--- src/rtl/rect_drawer.sv ---
// Raster-order rectangle pixel source for the VGA mux, with clipping and stall hold.
// Optional erase-before-draw pass of the previous rectangle: define RECT_DRAWER_ERASE_EN.
module rect_drawer #(
  parameter int         DIM_W    = 5,
  parameter int         SCREEN_W = 160,
  parameter int         SCREEN_H = 120,
  parameter logic [2:0] BG_COLOR = 3'b000
) (
  input  logic             clk,
  input  logic             reset,
  input  logic             start,
  input  logic [7:0]       x_in,
  input  logic [6:0]       y_in,
  input  logic [DIM_W-1:0] w_in,
  input  logic [DIM_W-1:0] h_in,
  input  logic [2:0]       color_in,
  input  logic             stall,
  output logic [7:0]       x_out,
  output logic [6:0]       y_out,
  output logic [2:0]       color_out,
  output logic             plot,
  output logic             busy,
  output logic             done
);

`ifdef RECT_DRAWER_ERASE_EN
  typedef enum logic [1:0] {IDLE, ERASE, DRAW, FINISH} state_t;
`else
  typedef enum logic [1:0] {IDLE, DRAW, FINISH} state_t;
`endif

  localparam logic [8:0]       X_LIM = SCREEN_W[8:0];
  localparam logic [7:0]       Y_LIM = SCREEN_H[7:0];
  localparam logic [DIM_W-1:0] ONE   = 1;

  state_t state, next_state;

  logic [7:0]       x_r, last_x;
  logic [6:0]       y_r, last_y;
  logic [DIM_W-1:0] w_r, h_r, cx, cy;
  logic [2:0]       color_r, last_color;

  logic             erasing, walking, visible, advance;
  logic             col_last, row_last, last_pix, new_empty;
  logic [7:0]       walk_x;
  logic [6:0]       walk_y;
  logic [DIM_W-1:0] walk_w, walk_h;
  logic [2:0]       walk_color;
  logic [8:0]       sx;
  logic [7:0]       sy;

`ifdef RECT_DRAWER_ERASE_EN
  logic [7:0]       px;
  logic [6:0]       py;
  logic [DIM_W-1:0] pw, ph;
  logic             have_prev;

  assign erasing = (state == ERASE);
  assign walk_x  = erasing ? px : x_r;
  assign walk_y  = erasing ? py : y_r;
  assign walk_w  = erasing ? pw : w_r;
  assign walk_h  = erasing ? ph : h_r;
`else
  assign erasing = 1'b0;
  assign walk_x  = x_r;
  assign walk_y  = y_r;
  assign walk_w  = w_r;
  assign walk_h  = h_r;
`endif

  assign walking    = (state == DRAW) || erasing;
  assign walk_color = erasing ? BG_COLOR : color_r;
  // One bit wider than the coordinate so off-screen sums never wrap back on screen.
  assign sx         = {1'b0, walk_x} + 9'(cx);
  assign sy         = {1'b0, walk_y} + 8'(cy);
  assign visible    = (sx < X_LIM) && (sy < Y_LIM);
  assign advance    = walking && (!visible || !stall);
  assign col_last   = (cx == walk_w - ONE);
  assign row_last   = (cy == walk_h - ONE);
  assign last_pix   = col_last && row_last;
  assign new_empty  = (w_r == '0) || (h_r == '0);

  always_ff @(posedge clk) begin
    if (reset) state <= IDLE;
    else       state <= next_state;
  end

  always_comb begin
    next_state = state;
    plot       = 1'b0;
    busy       = 1'b1;
    done       = 1'b0;
    x_out      = last_x;
    y_out      = last_y;
    color_out  = last_color;
    if (walking) begin
      plot      = visible;
      x_out     = sx[7:0];
      y_out     = sy[6:0];
      color_out = walk_color;
    end
    case (state)
      IDLE: begin
        busy = 1'b0;
        if (start) begin
`ifdef RECT_DRAWER_ERASE_EN
          if (have_prev)                        next_state = ERASE;
          else
`endif
          if ((w_in == '0) || (h_in == '0))     next_state = FINISH;
          else                                  next_state = DRAW;
        end
      end
`ifdef RECT_DRAWER_ERASE_EN
      ERASE:  if (advance && last_pix) next_state = new_empty ? FINISH : DRAW;
`endif
      DRAW:   if (advance && last_pix) next_state = FINISH;
      FINISH: begin
        done       = 1'b1;
        next_state = IDLE;
      end
      default: next_state = IDLE;
    endcase
  end

  always_ff @(posedge clk) begin
    if (reset) begin
      x_r <= '0; y_r <= '0; w_r <= '0; h_r <= '0; color_r <= '0;
      cx <= '0; cy <= '0;
      last_x <= '0; last_y <= '0; last_color <= '0;
`ifdef RECT_DRAWER_ERASE_EN
      px <= '0; py <= '0; pw <= '0; ph <= '0; have_prev <= 1'b0;
`endif
    end else begin
      if (state == IDLE && start) begin
        x_r <= x_in; y_r <= y_in; w_r <= w_in; h_r <= h_in; color_r <= color_in;
        cx  <= '0;   cy  <= '0;
      end
      if (walking) begin
        last_x <= sx[7:0]; last_y <= sy[6:0]; last_color <= walk_color;
      end
      if (advance) begin
        if (last_pix) begin
          cx <= '0; cy <= '0;
        end else if (col_last) begin
          cx <= '0; cy <= cy + ONE;
        end else begin
          cx <= cx + ONE;
        end
      end
`ifdef RECT_DRAWER_ERASE_EN
      if (state == DRAW && advance && last_pix) begin
        px <= x_r; py <= y_r; pw <= w_r; ph <= h_r; have_prev <= 1'b1;
      end
`endif
    end
  end

endmodule

--- config.mk ---
export PLATFORM = sky130hd
export DESIGN_NAME = rect_drawer
export DESIGN_NICKNAME = d
export VERILOG_FILES = /design/src/rtl/rect_drawer.sv
export SDC_FILE = /design/constraint.sdc
export NUM_CORES = 1
export LEC_CHECK = 0
export ABC_CLOCK_PERIOD_IN_PS = 2650
export CAP_MARGIN = 15
export CORE_MARGIN = 2
export CORE_UTILIZATION = 40
export CTS_CLUSTER_DIAMETER = 80
export DETAILED_ROUTE_END_ITERATION = 10
export GPL_ROUTABILITY_DRIVEN = 0
export PLACE_DENSITY = 0.69
export SYNTH_ARGS = -nofsm -noshare
export SYNTH_HDL_FRONTEND = slang
export SYNTH_SLANG_ARGS = --single-unit
--- constraint.sdc ---
create_clock -name clk -period 2.65 [get_ports clk]
set_input_delay 0.3975 -clock clk [delete_from_list [all_inputs] [get_ports clk]]
set_output_delay 0.3975 -clock clk [all_outputs]
set_load 0.02 [all_outputs]
==> reports/results.tsv, run 1 <==
metric	value	unit
worst hold endpoint	color_r[0]	
ranking of synthesized cells by area	dfxtp_1 38%, nand2_1 12%, a21oi_1 7.3%, ha_1 5.7%, xnor2_1 4.6%	
CTS tree	yes	
YS warnings	0	
Mapped Avg Cell Area	7.86	µm²
Final setup viols	6	
Post-CTS Hold Fix Bufs	0	
crit path kind	flip-flop to flip-flop	
Hold Violations, Final	0	
antenna violations before repair	0	
Final Cell Area	4310	µm²
register area share after synthesis	0.378	
row cnt	31	
Area Growth Syn to Fin	40.3	%
HP Start	color_r[0]	
Worst R2R Start	walk_x[0]	
gr ovfl total	0	
Yosys reg bits	58	
syn nets	439	
routed len/inst	13.4	µm
post-synth design cell area	3070	µm²
Synth Area in XOR/XNOR	0.0656	
crit share post-route	1.02	
ANT nets after route	0	
die width	91.7	µm
max_cap viols	0	
first-pass GRT wire length	13100	µm
outcome	finished, violations left	
fin crit period	2.70	ns
biggest area consumer among synthesized cells	dfxtp_1	
final core occ	0.588	
pre-CTS WS	-0.300	ns
Clock Path Buffers	2	
top cell type's share of synthesized area	0.378	
Clock Root Buffer	clkbuf_8	
WL final	7850	µm
Synth cell types	49	
synth cell count leaders	102 x nand2_1, 58 x dfxtp_1, 45 x a21oi_1	
CTS sink cnt	58	
Initial DRC Count	93	
reg2reg path depth	12	
I/O pin count	53	
most common cell in the synthesized netlist	nand2_1	
antenna cells	0	
Compound-Gate Fraction of Synth Area	0.191	
CP Launch Type	flip-flop	
CP max stage delay	0.51	ns
worst-skew pair later-pin latency	0.34	ns
CP Buf/Inv Count	3	
pin slew with the least headroom to its limit	0.626	ns
largest net degree at the start of global routing	24	
# DRC	0	
Synth Area in Simple Gates	0.255	
Synth Area in Adders	0.0700	
Port Buffers	52	
fin nets	529	
Max Freq	370	MHz
violated checks	negative setup slack	
Initial Util	0.419	
Worst VDD drop	0.285	mV
Worst EP arrival	2.93	ns
most frequent CP cell	buf_6	
Slowest cell on crit path	or4b_4	
worst-path fanout max	5	
Placed Area	3940	µm²
Hold Path Class	flip-flop to flip-flop	
worst setup margin	-0.0549	ns
Pwr Density	486	nW/µm²
largest family of logic cells by synthesized area	simple AND/OR/NAND/NOR gates	
DR pass1 iterations	4	
Filler cells	661	
reg-to-reg setup timing slack	-0.05	ns
Leakage	1.75	nW
Avg Vias per Cell	5.05	
Rel. slew slack	0.582	
GRT Overall Usage	0.195	
fin. max-slew vios	0	
Cells after Synth	391	
RSZ-0062 raised after global routing	true	
H-tree level count	3	
Die ar.	8400	µm²
Clock Skews	0.00675	ns
Crit path max-delay family	compound AO/OA/AOI/OAI gates	
die height	91.7	µm
ys flop type	dfxtp_1	
ys async rst share	0	
hold-critical path depth	2	
Post-synth EDFFs	0	
worst path cell trace	ha_4 > inv_2 > fa_2 > nor2b_4 > o31a_1 > or4b_4 > buf_6 > and4_4 > a211oi_4 > buf_6 > a21o_1 > o31ai_2	
HPWL Detailed	5590	µm
CTS buffer count	9	
r2r endpoint	cy[4]	
endpoint type of the worst setup path	flip-flop	
share of cells above drive strength 1	0.221	
CP Data Required Time	2.87	ns
multiplexer area fraction after synthesis	0.00366	
Core Box Area	7330	µm²
DR vias	2947	
CTS clk-pin slew, worst paths	0.07	ns
vias in the first global route	2832	
setup_tns	-0.172	ns
[cells in the final DEF (no fill, tap or decap), drive strengths merged, types with 12 or more instances in the layout]
cell             n
clkdlybuf4s50   39
and2            12
ha              14
clkbuf          14
o21ai           20
nand2          102
dfxtp           58
a21oi           45
buf             50
inv             13
xnor2           16
[through the flow]
stage / power (mW) / cells / hold WS [ns]
floorplan: 1.15 / 391 / 0.437
global placement: 1.30 / 562 / 0.445
detailed placement: 1.31 / 562 / 0.452
CTS: 2.11 / 581 / 0.460
global route: 2.20 / 584 / 0.487
finish: 2.10 / 584 / 0.457
[per-layer routing]
layer / track usage / vias to the layer above / wire (µm)
met5: 0 / - / 0
met3: 0.0337 / 11 / 225
li1: - / 1525 / -
met4: 0.0985 / 0 / 123
met2: 0.341 / 44 / 4040
met1: 0.230 / 1367 / 3460
[worst reg2reg max path: stages, from the launching register on]
cell and delay (ns):
dfxtp_2 0.34, ha_4 0.16, inv_2 0.05, fa_2 0.23, nor2b_4 0.05, o31a_1 0.30
or4b_4 0.51, buf_6 0.14, and4_4 0.17, a211oi_4 0.29, buf_6 0.16, a21o_1 0.12
o31ai_2 0.06
[power breakdown]
group          total [mW]  leakage [nW]  internal (mW)  switching [mW]
Combinational       0.360          1.18          0.172           0.188
Sequential          0.942         0.476          0.911          0.0310
Clock               0.795        0.0962          0.452           0.343
[cell families after synthesis]
family | after synthesis
compound gates | 95
xor+xnor | 23
fa+ha+maj | 16
buf+inv | 30
flops | 58
mux | 1
simple gates | 168
[area by class of cell]
| cell class | count | area (µm²) | area share |
|---|---|---|---|
| clock inverters | 3 | 40.0 | 0.00929 |
| repair buffers | 96 | 830 | 0.192 |
| flip-flops and latches | 58 | 1170 | 0.271 |
| inverters | 13 | 48.8 | 0.0113 |
| clock buffers | 12 | 145 | 0.0337 |
| multi-input cells | 303 | 1950 | 0.453 |
| well taps | 99 | 124 | 0.0287 |
[registers in the layout, indices dropped and copies added, names as in the netlist]
| signal | flops |
|---|---|
| state | 2 |
| walk_y | 7 |
| walk_x | 8 |
| last_y | 7 |
| color_r | 3 |
| cx | 5 |
| h_r | 5 |
| w_r | 5 |
| last_x | 8 |
| last_color | 3 |
| cy | 5 |
[worst max-delay path by stage]
stage                         start       end  cells past startpoint
after floorplan               cx[0]     cy[3]                     10
after global placement        cy[0]  y_out[6]                      9
after detailed placement      cy[0]  y_out[6]                      9
after CTS                 walk_x[0]      plot                      9
after global routing      walk_x[0]     cy[4]                     12
final                     walk_x[0]     cy[4]                     12
[timing repair]
| action | 4_1_cts | 5_1_grt |
|---|---|---|
| endpoints found under the setup margin | 24 | 25 |
| gates resized for setup | 64 | 28 |
| cloned | 1 | 0 |
| buffers inserted | 3 | 3 |
| pin swaps | 18 | 18 |
Note: power is estimated with default switching activity, not from simulation.
==> run 2: changes to the inputs <==
--- a/config.mk
+++ b/config.mk
@@ -13,6 +13,7 @@
 export DETAILED_ROUTE_END_ITERATION = 10
 export GPL_ROUTABILITY_DRIVEN = 0
 export PLACE_DENSITY = 0.69
+export SLEW_MARGIN = 25
 export SYNTH_ARGS = -nofsm -noshare
 export SYNTH_HDL_FRONTEND = slang
 export SYNTH_SLANG_ARGS = --single-unit
==> results of run 2 <==
No change in the layout: final DEF, timing and power equal those of run 1.
